**src/rtl/serial_adder_if.sv**
```systemverilog
// Start/operand/result bundle for serial_adder.
// With SERIAL_ADDER_OVF_EN defined the bundle also carries the signed-overflow flag ovf.
interface serial_adder_if #(
    parameter int WIDTH = 8
);
    logic             start;
    logic             sub;
    logic             cin;
    logic [WIDTH-1:0] a;
    logic [WIDTH-1:0] b;
    logic             busy;
    logic             done;
    logic             cout;
    logic [WIDTH-1:0] sum;

`ifdef SERIAL_ADDER_OVF_EN
    logic             ovf;

    modport master (output start, sub, cin, a, b, input busy, done, cout, sum, ovf);
    modport slave  (input start, sub, cin, a, b, output busy, done, cout, sum, ovf);
`else
    modport master (output start, sub, cin, a, b, input busy, done, cout, sum);
    modport slave  (input start, sub, cin, a, b, output busy, done, cout, sum);
`endif
endinterface

```
**src/rtl/serial_adder.sv**
```systemverilog
// LSB-first multi-cycle adder/subtractor, DIGIT bits per clock, WIDTH/DIGIT cycles per operation.
// Define SERIAL_ADDER_OVF_EN to add the registered signed-overflow output ovf.
module serial_adder #(
    parameter int WIDTH = 8,
    parameter int DIGIT = 1
) (
    input  logic          clk,
    input  logic          rst_n,
    serial_adder_if.slave bus
);
    localparam int N     = WIDTH / DIGIT;
    localparam int CNT_W = (N > 1) ? $clog2(N) : 1;
    localparam logic [CNT_W-1:0] LAST = CNT_W'(N - 1);

    if (DIGIT < 1 || (WIDTH % DIGIT) != 0) begin : g_bad_params
        $error("serial_adder: WIDTH must be a positive multiple of DIGIT");
    end

    typedef enum logic [1:0] {
        IDLE,
        RUN,
        DONE
    } state_t;

    state_t           state;
    logic [WIDTH-1:0] opa;
    logic [WIDTH-1:0] opb;
    logic [WIDTH-1:0] acc;
    logic             carry;
    logic [CNT_W-1:0] cnt;
    logic [WIDTH-1:0] sum_r;
    logic             cout_r;
    logic             busy_r;
    logic             done_r;

    function automatic logic [DIGIT:0] slice_add(input logic [DIGIT-1:0] x,
                                                 input logic [DIGIT-1:0] y,
                                                 input logic             c);
        return {1'b0, x} + {1'b0, y} + {{DIGIT{1'b0}}, c};
    endfunction

    logic [DIGIT:0]   slice;
    logic [WIDTH-1:0] acc_next;

    assign slice    = slice_add(opa[DIGIT-1:0], opb[DIGIT-1:0], carry);
    // New digit enters at the top so the LSB digit ends up at bit 0 after N steps.
    assign acc_next = WIDTH'({slice[DIGIT-1:0], acc} >> DIGIT);

`ifdef SERIAL_ADDER_OVF_EN
    logic ovf_r;
    logic ovf_slice;

    // Carry into the MSB is recovered from the MSB sum bit and its two operand bits.
    assign ovf_slice = slice[DIGIT] ^ slice[DIGIT-1] ^ opa[DIGIT-1] ^ opb[DIGIT-1];
    assign bus.ovf   = ovf_r;
`endif

    assign bus.busy = busy_r;
    assign bus.done = done_r;
    assign bus.sum  = sum_r;
    assign bus.cout = cout_r;

    always_ff @(posedge clk or negedge rst_n) begin
        if (!rst_n) begin
            state  <= IDLE;
            opa    <= '0;
            opb    <= '0;
            acc    <= '0;
            carry  <= 1'b0;
            cnt    <= '0;
            sum_r  <= '0;
            cout_r <= 1'b0;
            busy_r <= 1'b0;
            done_r <= 1'b0;
`ifdef SERIAL_ADDER_OVF_EN
            ovf_r  <= 1'b0;
`endif
        end else begin
            done_r <= 1'b0;
            unique case (state)
                IDLE, DONE: begin
                    // Subtraction is a + ~b + ~borrow_in, so cout=1 means no borrow.
                    if (bus.start) begin
                        opa    <= bus.a;
                        opb    <= bus.sub ? ~bus.b : bus.b;
                        carry  <= bus.sub ? ~bus.cin : bus.cin;
                        cnt    <= '0;
                        busy_r <= 1'b1;
                        state  <= RUN;
                    end else begin
                        state  <= IDLE;
                    end
                end
                RUN: begin
                    opa   <= opa >> DIGIT;
                    opb   <= opb >> DIGIT;
                    acc   <= acc_next;
                    carry <= slice[DIGIT];
                    cnt   <= cnt + 1'b1;
                    if (cnt == LAST) begin
                        sum_r  <= acc_next;
                        cout_r <= slice[DIGIT];
`ifdef SERIAL_ADDER_OVF_EN
                        ovf_r  <= ovf_slice;
`endif
                        busy_r <= 1'b0;
                        done_r <= 1'b1;
                        state  <= DONE;
                    end
                end
                default: begin
                    state <= IDLE;
                end
            endcase
        end
    end
endmodule
```
**src/flat_wrapper.sv**
```systemverilog
// flat-port wrapper written by rule: the top's interface ports become plain ports
module serial_adder_flat 
#(
    parameter int WIDTH = 8,
    parameter int DIGIT = 1
)
  (clk, rst_n, bus_start, bus_sub, bus_cin, bus_a, bus_b, bus_busy, bus_done, bus_cout, bus_sum);
  serial_adder_if #(.WIDTH(WIDTH)) bus_i ();
  input  logic clk;
  input  logic rst_n;
  input wire logic [$bits(bus_i.start)-1:0] bus_start;
  input wire logic [$bits(bus_i.sub)-1:0] bus_sub;
  input wire logic [$bits(bus_i.cin)-1:0] bus_cin;
  input wire logic [$bits(bus_i.a)-1:0] bus_a;
  input wire logic [$bits(bus_i.b)-1:0] bus_b;
  output wire logic [$bits(bus_i.busy)-1:0] bus_busy;
  output wire logic [$bits(bus_i.done)-1:0] bus_done;
  output wire logic [$bits(bus_i.cout)-1:0] bus_cout;
  output wire logic [$bits(bus_i.sum)-1:0] bus_sum;
  assign bus_i.start = bus_start;
  assign bus_i.sub = bus_sub;
  assign bus_i.cin = bus_cin;
  assign bus_i.a = bus_a;
  assign bus_i.b = bus_b;
  assign bus_busy = bus_i.busy;
  assign bus_done = bus_i.done;
  assign bus_cout = bus_i.cout;
  assign bus_sum = bus_i.sum;
  serial_adder #(.WIDTH(WIDTH), .DIGIT(DIGIT)) u_core (.clk(clk), .rst_n(rst_n), .bus(bus_i));
endmodule
```
**config.mk**
```make
export PLATFORM = sky130hd
export DESIGN_NAME = serial_adder_flat
export DESIGN_NICKNAME = d
export VERILOG_FILES = /design/src/rtl/serial_adder_if.sv /design/src/rtl/serial_adder.sv /design/src/flat_wrapper.sv
export SDC_FILE = /design/constraint.sdc
export NUM_CORES = 1
export LEC_CHECK = 0
export ABC_CLOCK_PERIOD_IN_PS = 1300
export BUFFER_PORTS_ARGS = -buffer_cell sky130_fd_sc_hd__buf_2
export CAP_MARGIN = 20
export CORE_ASPECT_RATIO = 0.8
export CORE_MARGIN = 2
export CORE_UTILIZATION = 49
export DETAILED_ROUTE_END_ITERATION = 16
export PLACE_DENSITY = 0.75
export SYNTH_ARGS = -nofsm -noshare
export SYNTH_HDL_FRONTEND = slang
export SYNTH_SLANG_ARGS = --single-unit
```
**constraint.sdc**
```tcl
create_clock -name clk -period 1.3 [get_ports clk]
set_clock_uncertainty 0.05 [all_clocks]
set_input_delay 0.13 -clock clk [delete_from_list [all_inputs] [get_ports clk]]
set_output_delay 0.13 -clock clk [all_outputs]
set_load 0.1 [all_outputs]
```
# Yosys cells after proc, flatten, opt, wreduce, memory -nomap -nowiden
# Index checks and enable logic that the tools add are counted.
[classes]
addsub = 3
multipliers = 0
n_div = 0
n_lt_le_gt_ge = 0
n_eq_ne = 5
n_shift = 0
mux = 18
n_bitwise = 2
n_reduce_logical = 6
[ops]
columns = ["operator", "count"]
rows = [
  ["$pmux 8 s2", 2],
  ["$mux 8", 3],
  ["$not 8->8", 1],
  ["$mux 1", 7],
  ["$pmux 3 s2", 1],
  ["$pmux 1 s2", 2],
  ["$pmux 2 s2", 1],
  ["$reduce_and 2->1", 2],
  ["$add 3x1->3 const B", 1],
  ["$eq 3x3->1 const B", 1],
  ["$mux 3", 1],
  ["$reduce_and 3->1", 1],
  ["$add 1x1->2", 1],
  ["$add 2x1->2", 1],
  ["$eq 2x1->1 const B", 1],
  ["$eq 2x2->1 const B", 1],
  ["$logic_not 2->1", 1],
  ["$mux 2", 1],
  ["$ne 2x1->1 const B", 1],
  ["$ne 2x2->1 const B", 1],
  ["$reduce_bool 2->1", 1],
  ["$reduce_or 2->1", 1],
  ["$not 1->1", 1],
]
[totals]
register_bits = 41
latchBits = 0
ram_bits = 0
mem_bits_ro = 0
out_inout_bits = 11
word_cells = 44
n_memories = 0

# Depth between registers and ports, before layout
# Gate-level depths: netlist of the first run.
[logic_depth]
ltp_word = 4
depth_mapped = 5
mapped_depth_nobuf = 5

# Least setup slack after synthesis of the first run
# Ideal clock, no wire load.
[synth_path]
path_kind = "reg2reg"
startpoint = "reg u_core.cnt[0]"
endpoint = "reg u_core.sum_r[7] (netlist: u_core.bus.sum[7])"
setup_ps = 128
arrival_time_ps = 1264
required_time_ps = 1122
slack_ps = -142
path_stages_with_launch = 6
n_path_buf = 0
synth_period_minus_slack_ps = 1442
path_cell_list = "dfrtp_1 > ha_1 > ha_1 > nand2_8 > inv_2 > mux2_1"
[synth_via]
elab_chain_cells = 2
[synth_lines]
columns = ["item", "line", "source"]
rows = [
  ["from (decl)", "serial_adder.sv:30", "logic [CNT_W-1:0] cnt;"],
  ["from (signal assigned)", "serial_adder.sv:99", "cnt <= cnt + 1'b1;"],
  ["$eq 3x3->1", "serial_adder.sv:100", "if (cnt == LAST) begin"],
  ["$reduce_and 2->1 (no line)", "--", ""],
  ["to (signal assigned)", "serial_adder.sv:101", "sum_r <= acc_next;"],
  ["to (decl)", "serial_adder.sv:31", "logic [WIDTH-1:0] sum_r;"],
]
# Every way passes these cells.
# A chain may end at the register's enable or synchronous reset.

# Worst setup path in the final report of the first run
[layout_path]
startpoint = "reg u_core.state[0]"
endpoint = "reg u_core.opa[2]"
[layout_via]
elab_chain_cells = 4
elab_cells_between_ends = 8
cone_classes = "eq/ne: 3; mux: 1; reduce/logical: 4"
[layout_lines]
columns = ["item", "line", "source"]
rows = [
  ["from (decl)", "serial_adder.sv:25", "state_t state;"],
  ["from (signal assigned)", "serial_adder.sv:65", "state <= IDLE;"],
  ["from (signal assigned)", "serial_adder.sv:89", "state <= RUN;"],
  ["from (signal assigned)", "serial_adder.sv:91", "state <= IDLE;"],
  ["$eq 2x2->1 or $logic_not 2->1 (tied branches)", "serial_adder.sv:80", "unique case (state)"],
  ["$reduce_or 2->1", "serial_adder.sv:80", ""],
  ["$ne 2x2->1 (no line) or $reduce_bool 2->1 (tied branches)", "--", ""],
  ["$reduce_and 2->1 (no line)", "--", ""],
  ["to (signal assigned)", "serial_adder.sv:84", "opa <= bus.a;"],
  ["to (signal assigned)", "serial_adder.sv:95", "opa <= opa >> DIGIT;"],
  ["to (decl)", "serial_adder.sv:26", "logic [WIDTH-1:0] opa;"],
]
# Several ways; a longest one is shown, not always the timed one.

==> results of run 1 <==
-- registers in the layout, indices dropped and copies added (netlist names) --
name / flops
u_core.bus.cout: 1
u_core.state: 2
u_core.opb: 8
u_core.bus.done: 1
u_core.acc: 7
u_core.cnt: 3
u_core.bus.busy: 1
u_core.carry: 1
u_core.bus.sum: 8
u_core.opa: 8
-- routing by layer --
metal	up-vias	track usage (%)	part of all wire (%)
li1	554	-	-
met1	597	26.7	45
met2	39	31.7	49
met3	7	4.49	4.2
met4	0	11.5	2.1
met5	-	0	0
-- cell usage in the layout, fill, tap and decap left out, types with 2 or more instances in the layout --
| cell type | instances |
|---|---|
| buf_6 | 6 |
| buf_2 | 31 |
| a21o_1 | 7 |
| a22o_1 | 11 |
| a221o_1 | 8 |
| buf_4 | 12 |
| xnor2_1 | 8 |
| nor2_2 | 2 |
| inv_2 | 2 |
| clkbuf_8 | 6 |
| nor2_1 | 10 |
| mux2_4 | 11 |
| clkbuf_1 | 2 |
| buf_12 | 2 |
| dfrtp_1 | 31 |
| dfrtp_2 | 9 |
| mux2_1 | 6 |
| nor2_4 | 2 |
-- power groups by stage --
stage | Combinational [mW] | Sequential, mW | Clock (mW)
final | 4.08 | 2.23 | 0.852
after detailed placement | 3.10 | 2.21 | 0
after global routing | 4.29 | 2.30 | 0.914
after floorplan | 1.46 | 3.28 | 0
after global placement | 3.00 | 2.18 | 0
after CTS | 3.77 | 2.19 | 0.849
-- area by class of cell --
cell class                      instances  area, sq um
Timing Repair Buffer                   54          415
Sequential cell                        40         1010
Fill cell                             229         1050
Tap cell                               42         52.6
Inverter                                3         13.8
Clock buffer                            8         90.1
Multi-Input combinational cell         75          744
-- path summary, 6_finish.rpt --
path / from / end / depth (start not counted)
hold / removal: bus_a[7] / u_core.opa[7] / 2
hold reg to reg: u_core.opa[3] / u_core.opa[3] / 1
max in group asynchronous: rst_n / u_core.opa[2] / 3
setup reg to reg: u_core.state[0] / u_core.opa[2] / 5
setup / recovery: u_core.state[0] / u_core.opa[2] / 5
min in group asynchronous: rst_n / u_core.acc[2] / 2
-- logic make-up (layout without fill, tap and decap cells) --
| family | Yosys count | count (layout) | synth area share [%] |
|---|---|---|---|
| AO/OA/AOI/OAI | 27 | 27 | 13.7 |
| adder cells (fa/ha/maj) | 3 | 3 | 2.63 |
| buffers and inverters | 11 | 65 | 4.02 |
| AND/OR/NAND/NOR | 15 | 19 | 5.34 |
| XOR/XNOR | 9 | 9 | 4.61 |
| multiplexers | 17 | 17 | 11.2 |
| flip-flops | 40 | 40 | 58.5 |
-- repair_timing --
item                       CTS  global route
hold buffers                 1             0
resized for setup           13            12
cloned                       5             2
setup buffers                8             3
setup endpoints to repair   30            37
pin swaps                    6             5
hold endpoints to repair    18             0
==> results.sh, run 1 <==
export IMPL_slowest_delay_ns=0.41
export IMPL_cts_sinks=40
export IMPL_power_mw=7.17
export IMPL_post_dp_cell_area_sq_um=1970
export IMPL_critPathMaxFanout=13
export IMPL_dp_hpwl_um=2100
export IMPL_ir_drop_v=0.00109
export IMPL_synth_flop_cell="dfrtp_1"
export IMPL_path_buf_inv=2
export IMPL_fin_area_sq_um=2330
export IMPL_rows=19
export IMPL_globalplace_congestion=0.768
export IMPL_clock_fmax_mhz=709
export IMPL_antenna_found_initial=0
export IMPL_setup_viol=33
export IMPL_via_per_inst=5.39
export IMPL_cts_made_buffers=5
export IMPL_violations="negative setup slack"
export IMPL_crit_type="flip-flop to flip-flop"
export IMPL_synth_edf_count=0
export IMPL_drtAntennaViolNets=0
export IMPL_power_switching_mw=3.09
export IMPL_coreArea_sq_um=3380
export IMPL_vias=1197
export IMPL_fin_ws_ns=-0.110
export IMPL_cts_buffer_depth=2
export IMPL_critical_path_top_delay_family="flip-flops"
export IMPL_finalCritPeriodShare_pct=108
export IMPL_status="finished with violations"
export IMPL_intPower_mw=4.07
export IMPL_seqPwrFrac_pct=31.1
export IMPL_pre_cts_slack_ns=-0.265
export IMPL_io_pins=32
export IMPL_port_buffers=31
export IMPL_start_kind="flip-flop"
export IMPL_routed_wl_um=3890
export IMPL_grt_pass1_vias=1236
export IMPL_min_period_ns=1.41
export IMPL_r2r_setup_slack_ns=-0.11
export IMPL_p_per_area_nw_per_um2=3080
export IMPL_grt_pass1_wl_um=6110
export IMPL_rsz0062_at_grt="yes"
export IMPL_tns_ns=-2.74
export IMPL_first_iter_violations=76
export IMPL_synthArstFlopShare_pct=100
export IMPL_synth_nets=146
export IMPL_avgRoutedWirePerCell_um=17.5
export IMPL_relSlewSlack_pct=67.2
export IMPL_path_clk_slew_ns=0.07
export IMPL_yosys_area_top_type_share_pct=58.5
export IMPL_dp_cells=195
export IMPL_grt_usage_pct=20.4
export IMPL_ys_top_cells_by_area="dfrtp_1 59%, mux2_1 11%, a22o_1 5.6%"
export IMPL_end_kind="flip-flop"
export IMPL_die_h_um=56.8
export IMPL_cp_data_arrival_time_ns=1.54
export IMPL_cts_root_buf="clkbuf_8"
export IMPL_cts_htree_levels=2
export IMPL_cts_tree="built"
export IMPL_mappedNetlistArea_sq_um=1710
export IMPL_finalHoldViolations=0
export IMPL_ys_ff_latch=40
export IMPL_grt_max_degree=21
export IMPL_cp_slowest_cell="dfrtp_1"
export IMPL_hold_path_class="input pin to flip-flop"
export IMPL_synth_warnings=0
export IMPL_maxCapViolCount=0
export IMPL_route_detailed_drc=0
export IMPL_die_w_um=70.1
export IMPL_worstSkewPairLatency_ns=0.29
export IMPL_grt_ovfl_total=0
export IMPL_required_ns=1.43
export IMPL_syn_avg_cell_area_sq_um=14.0
export IMPL_p_leak_nw=1.16
export IMPL_antennaDiodeCount=0
export IMPL_fin_hold_ws_ns=0.0297
export IMPL_swShare_pct=43.2
export IMPL_die_area_sq_um=3980
export IMPL_path_cells="nor2b_4 > buf_4 > buf_16 > a22o_1 > a21o_1"
export IMPL_syn_inst=122
export IMPL_nets=203
export IMPL_synth_most_common_cell="dfrtp_1"
export IMPL_fin_cells=222
export IMPL_p_comb_share_pct=57.0
export IMPL_drv_slew=0
export IMPL_final_util_pct=69.0
export IMPL_worst_pin_slew_ns=0.496
export IMPL_netlist_top_cells_count="40 x dfrtp_1, 16 x mux2_1, 11 x a22o_1, 10 x nor2_1"
export IMPL_drive_above_1_share_pct=52.2
export IMPL_synth_top_area_cell="dfrtp_1"
export IMPL_yosysSeqAreaShare_pct=58.5
export IMPL_dr_pass1_iters=4
export IMPL_yosysUniqueCellTypes=21
export IMPL_clockPowerShare_pct=11.9
export IMPL_initial_core_util_pct=50.7
export IMPL_synthToLayoutAreaGrowth_pct=36.1
Power figures use the tool's default switching activity.
==> run 2, diff against run 1 <==
Settings changed: CORE_ASPECT_RATIO 0.8 to 1.75, SETUP_SLACK_MARGIN from default to 0.05.
==> run 2 against run 1 <==
Effect of this change:
- count of clock-buffer cells in the layout decreased by 3
- the flow still finishes with violations (negative setup slack)
- clock power increased by 17%
- sequential share of layout area rose by 0.35 points
- global-route usage is 2.9 points lower
- highest routed layer unchanged
==> results.sh, run 2 (synthesized netlist as in run 1, its figures left out) <==
export IMPL_setup_viol=28
export IMPL_clock_fmax_mhz=724
export IMPL_vias=1133
export IMPL_die_h_um=82.2
export IMPL_end_kind="flip-flop"
export IMPL_drtAntennaViolNets=0
export IMPL_synthToLayoutAreaGrowth_pct=35.0
export IMPL_power_switching_mw=2.95
export IMPL_grt_max_degree=24
export IMPL_p_per_area_nw_per_um2=3070
export IMPL_rsz0062_at_grt="yes"
export IMPL_die_w_um=48.7
export IMPL_relSlewSlack_pct=71.5
export IMPL_start_kind="flip-flop"
export IMPL_die_area_sq_um=4000
export IMPL_cts_buffer_depth=2
export IMPL_maxCapViolCount=0
export IMPL_clockPowerShare_pct=14.0
export IMPL_cts_htree_levels=2
export IMPL_first_iter_violations=15
export IMPL_hold_path_class="input pin to flip-flop"
export IMPL_coreArea_sq_um=3360
export IMPL_path_cells="ha_2 > ha_4 > nand2_4 > mux2_4"
export IMPL_seqPwrFrac_pct=31.7
export IMPL_use_met2_pct=33.3
export IMPL_cp_slowest_cell="dfrtp_1"
export IMPL_swShare_pct=41.6
export IMPL_route_detailed_drc=0
export IMPL_drv_slew=0
export IMPL_p_leak_nw=1.15
export IMPL_crit_type="flip-flop to flip-flop"
export IMPL_grt_ovfl_total=0
export IMPL_mostFrequentLayoutCells="31 x dfrtp_1, 20 x buf_2, 16 x buf_4"
export IMPL_critical_path_top_delay_family="flip-flops"
export IMPL_cts_sinks=40
export IMPL_worstSkewPairLatency_ns=0.29
export IMPL_critPathMaxFanout=5
export IMPL_status="finished with violations"
export IMPL_nets=195
export IMPL_use_met1_pct=18.3
export IMPL_grt_pass1_wl_um=5240
export IMPL_grt_pass1_vias=1150
export IMPL_finalHoldViolations=0
export IMPL_drive_above_1_share_pct=52.9
export IMPL_required_ns=1.42
export IMPL_violations="negative setup slack"
export IMPL_initial_core_util_pct=50.9
export IMPL_via_per_inst=5.22
export IMPL_rows=28
export IMPL_antenna_found_initial=0
export IMPL_fin_area_sq_um=2310
export IMPL_port_buffers=31
export IMPL_finalCritPeriodShare_pct=106
export IMPL_post_dp_cell_area_sq_um=2020
export IMPL_dr_pass1_iters=4
export IMPL_globalplace_congestion=0.721
export IMPL_cts_tree="built"
export IMPL_cts_root_buf="clkbuf_8"
export IMPL_path_clk_slew_ns=0.07
export IMPL_avgRoutedWirePerCell_um=15.5
export IMPL_top_usage_layer="met2"
export IMPL_grt_usage_pct=17.6
export IMPL_path_buf_inv=0
export IMPL_io_pins=32
export IMPL_ir_drop_v=0.00236
export IMPL_min_period_ns=1.38
export IMPL_fillers=261
export IMPL_pre_cts_slack_ns=-0.0925
export IMPL_dp_hpwl_um=2310
export IMPL_intPower_mw=4.13
export IMPL_worst_pin_slew_ns=0.427
export IMPL_routed_wl_um=3370
export IMPL_cp_data_arrival_time_ns=1.50
export IMPL_fin_ws_ns=-0.0808
export IMPL_tns_ns=-1.19
export IMPL_final_common_cell="dfrtp_1"
export IMPL_use_met3_pct=4.32
export IMPL_slowest_delay_ns=0.39
export IMPL_antennaDiodeCount=0
export IMPL_p_comb_share_pct=54.3
export IMPL_cts_made_buffers=5
[run 2: cell count changes in the layout (fill, tap and decap cells not counted), moves of 2 or more]
cell      before  now
buf_12         2    4
buf_2         31   20
buf_4         12   16
clkbuf_1       2    0
clkbuf_4       0    3
mux2_1         6    3
mux2_4        11   13
[run 2: area by class of cell]
class                           instances  area (sq um)  share of cell area [%]
Clock buffer                            5          68.8                    2.98
Clock inverter                          3          42.5                    1.84
Inverter                                3          13.8                   0.596
Multi-Input combinational cell         72           727                    31.5
Sequential cell                        40          1010                    43.8
Tap cell                               45          56.3                    2.44
Timing Repair Buffer                   49           389                    16.8
[run 2: power by group through the flow]
stage / clock (mW) / sequential (mW) / combinational (mW)
5_1_grt: 1.08 / 2.32 / 4.08
3_3_place_gp: 0 / 2.21 / 3.13
4_1_cts: 1.02 / 2.22 / 3.34
3_5_place_dp: 0 / 2.23 / 3.22
6_report: 0.993 / 2.24 / 3.85
2_1_floorplan: 0 / 3.29 / 1.50
[run 2: metrics by stage]
stage | utilization, % | hold WS (ns) | instances | power (mW)
after floorplan | - | -0.216 | 122 | 4.79
after global placement | 60.2 | 0.0370 | 202 | 5.33
after detailed placement | 60.2 | 0.0427 | 202 | 5.45
after CTS | 64.7 | 0.0290 | 212 | 6.58
after global routing | 68.7 | 0.0258 | 217 | 7.48
final | 68.7 | 0.0412 | 217 | 7.08
[run 2: worst paths after layout]
check                                    from           endpoint  slack [ns]  cells past startpoint
worst max-delay path            u_core.cnt[1]  u_core.bus.sum[0]       -0.08                      4
worst min-delay path                 bus_a[7]      u_core.opa[7]        0.04                      2
worst max register to register  u_core.cnt[1]  u_core.bus.sum[0]       -0.08                      4
worst min register to register  u_core.opa[2]      u_core.opa[2]        0.43                      1
max in group asynchronous               rst_n  u_core.bus.sum[0]        0.48                      3
min in group asynchronous               rst_n      u_core.opa[7]        0.26                      2
[run 2: timing repair]
item                                   in CTS  in global routing
endpoints found under the hold margin      17                  0
resized for setup                           9                 20
cloned                                      0                  1
setup endpoints to repair                  43                 42
pin swaps                                   1                  9
hold buffers                                1                  0
buffers inserted                            1                  4
[run 2: layer usage]
layer	part of all wire [%]	vias to the layer above	routed length (um)
li1	-	528	-
met1	38	575	1280
met2	57	24	1920
met3	3.3	6	110
met4	1.8	0	60
met5	0	-	0
==> run 3, diff against run 2 <==
Settings changed: ABC_AREA from default to 1, CORE_UTILIZATION 49 to 50.
==> run 3 against run 2 <==
Effect of this change:
- hold slack better by 0.021 ns
- first-iteration DRC count is 100% higher
- critical path type unchanged
- critical path depth is 2 higher
- sequential cell count stayed put
- cell count is 49% higher
- area after synthesis is 14% higher
- via count is 38% higher
- core utilization is 5.1 points lower
- the flow now finishes without violations
- die area is 11% higher
- wire length is 12% higher
==> results.sh, run 3 <==
export IMPL_status="completed"
export IMPL_ys_ff_latch=40
export IMPL_maxCapViolCount=0
export IMPL_critPathMaxFanout=5
export IMPL_clock_fmax_mhz=828
export IMPL_wl_met2_um=2070
export IMPL_swShare_pct=48.3
export IMPL_setup_viol=0
export IMPL_antenna_found_initial=0
export IMPL_yosysUniqueCellTypes=21
export IMPL_first_iter_violations=30
export IMPL_cts_buffer_depth=2
export IMPL_cp_startpoint="u_core.cnt[0]"
export IMPL_grt_pass1_wl_um=6370
export IMPL_synth_nets=251
export IMPL_end_kind="flip-flop"
export IMPL_grt_ovfl_total=0
export IMPL_routed_wl_um=3770
export IMPL_ys_top_cells_by_area="dfrtp_1 52%, nand2_1 14%, nand3_1 9.8%"
export IMPL_fillers=340
export IMPL_route_detailed_drc=0
export IMPL_mostFrequentLayoutCells="74 x nand2_1, 38 x nand3_1, 37 x dfrtp_1"
export IMPL_power_switching_mw=3.11
export IMPL_cts_tree="built"
export IMPL_vias=1561
export IMPL_hold_path_class="input pin to flip-flop"
export IMPL_synthToLayoutAreaGrowth_pct=24.1
export IMPL_antennaDiodeCount=0
export IMPL_dr_pass1_iters=4
export IMPL_crit_type="flip-flop to flip-flop"
export IMPL_clockPowerShare_pct=13.3
export IMPL_seqPwrFrac_pct=34.3
export IMPL_nets=299
export IMPL_die_h_um=86.5
export IMPL_avgRoutedWirePerCell_um=11.6
export IMPL_worst_pin_slew_ns=0.483
export IMPL_dp_hpwl_um=2600
export IMPL_coreArea_sq_um=3790
export IMPL_rows=30
export IMPL_post_dp_cell_area_sq_um=2190
export IMPL_synth_flop_cell="dfrtp_1"
export IMPL_intPower_mw=3.33
export IMPL_p_comb_share_pct=52.5
export IMPL_drive_above_1_share_pct=32.2
export IMPL_syn_avg_cell_area_sq_um=8.56
export IMPL_initial_core_util_pct=51.3
export IMPL_drtAntennaViolNets=0
export IMPL_mappedNetlistArea_sq_um=1940
export IMPL_netlist_top_cells_count="74 x nand2_1, 40 x dfrtp_1, 38 x nand3_1, 22 x inv_1, 22 x nand2_2"
export IMPL_p_per_area_nw_per_um2=2670
export IMPL_grt_pass1_vias=1475
export IMPL_relSlewSlack_pct=68.0
export IMPL_pre_cts_slack_ns=-0.0243
export IMPL_die_w_um=51.1
export IMPL_worst_r2r_startpoint="u_core.cnt[0]"
export IMPL_met3_length_um=109
export IMPL_drv_slew=0
export IMPL_min_period_ns=1.21
export IMPL_path_clk_slew_ns=0.07
export IMPL_synth_top_area_cell="dfrtp_1"
export IMPL_worstSkewPairLatency_ns=0.29
export IMPL_grt_max_degree=28
export IMPL_synthArstFlopShare_pct=100
export IMPL_grt_usage_pct=19.3
export IMPL_ir_drop_v=0.00147
export IMPL_final_common_cell="nand2_1"
export IMPL_cts_root_buf="clkbuf_8"
export IMPL_fin_area_sq_um=2410
export IMPL_finalHoldViolations=0
export IMPL_min_from="bus_b[7]"
export IMPL_multi_input_area_sq_um=817
export IMPL_topRoutingLayerUsed="met4"
export IMPL_finalCritPeriodShare_pct=92.9
export IMPL_syn_inst=227
export IMPL_yosysSeqAreaShare_pct=51.5
export IMPL_required_ns=1.44
export IMPL_globalplace_congestion=0.788
export IMPL_fin_ws_ns=0.0927
export IMPL_wl_met1_um=1490
export IMPL_fin_cells=324
export IMPL_cts_sinks=40
export IMPL_synth_edf_count=0
export IMPL_layout_area_seq_sq_um=1000
export IMPL_io_pins=32
export IMPL_cp_data_arrival_time_ns=1.35
export IMPL_synth_warnings=0
export IMPL_die_area_sq_um=4420
export IMPL_cts_made_buffers=5
export IMPL_cts_htree_levels=2
export IMPL_port_buffers=31
export IMPL_p_leak_nw=1.28
export IMPL_yosys_area_top_type_share_pct=51.5
export IMPL_dp_cells=308
export IMPL_rsz0062_at_grt="yes"
export IMPL_via_per_inst=4.82
export IMPL_start_kind="flip-flop"
export IMPL_synth_most_common_cell="nand2_1"
[run 3: cell types whose count changed after synthesis, sizes merged, moves of 7 or more]
cell	previous run	this run
nand2	1	98
nand3	0	38
inv	3	25
mux2	17	0
a22o	11	0
a221o	8	0
xnor2	8	0
a21o	7	0
o21ai	1	8
[run 3: worst paths after layout]
kind | endpoint | slack [ns] | cells after the start
min reg2reg | u_core.bus.sum[5] | 0.43 | 2
max reg2reg | u_core.bus.sum[0] | 0.09 | 6
max | u_core.bus.sum[0] | 0.09 | 6
min | u_core.opb[7] | 0.06 | 4
min in group asynchronous | u_core.opb[6] | 0.22 | 2
max in group asynchronous | u_core.state[0] | 0.52 | 3
[run 3: layout make-up]
class | count | share of cell area, %
Sequential cell | 40 | 41.7
Multi-Input combinational cell | 157 | 33.9
Timing Repair Buffer | 46 | 13.5
Inverter | 25 | 4.51
Clock buffer | 7 | 3.58
Tap cell | 48 | 2.49
Clock inverter | 1 | 0.311
[run 3: power groups by stage]
stage	Clock (mW)	Combinational, mW	Sequential, mW
after floorplan	0	1.64	3.09
after global placement	0	3.06	2.19
after detailed placement	0	3.11	2.21
after CTS	0.879	3.30	2.19
after global routing	0.914	3.72	2.27
final	0.855	3.38	2.21
[run 3: cell families after synthesis]
kind of cell / share of synthesized area (%)
DFF: 51.5
buffers and inverters: 8.37
AOI/OAI and AO/OA: 2.32
adders and majority gates: 2.32
and+or+nand+nor: 35.5
[run 3: worst max-delay path, stage by stage, from the launching register on]
cell	delay (ns)
dfrtp_1	0.40
ha_2	0.21
ha_4	0.19
inv_4	0.09
nor2_4	0.05
nand2_1	0.06
nand2_1	0.05
[run 3: metal layers]
metal	GRT usage (%)	vias to the layer above
met5	0	-
met4	11.1	0
met3	4.14	7
met2	33.1	30
met1	21.6	722
li1	-	802
[run 3: what timing repair did]
action / in CTS / in global routing
pin swaps: 1 / 3
resized for setup: 17 / 4
cloned: 1 / 1
hold endpoints to repair: 14 / 0
hold buffers: 2 / 0
endpoints found under the setup margin: 29 / 16
buffers inserted: 2 / 2
[run 3: metrics by stage]
stage	power, mW	TNS (ns)	hold slack (ns)	util [%]
floorplan	4.73	0	-0.216	-
global placement	5.25	0	0.00197	57.9
detailed placement	5.32	-0.0995	0.0118	57.9
CTS	6.37	0	0.0466	62.5
global route	6.90	0	0.0651	63.6
finish	6.44	0	0.0624	63.6
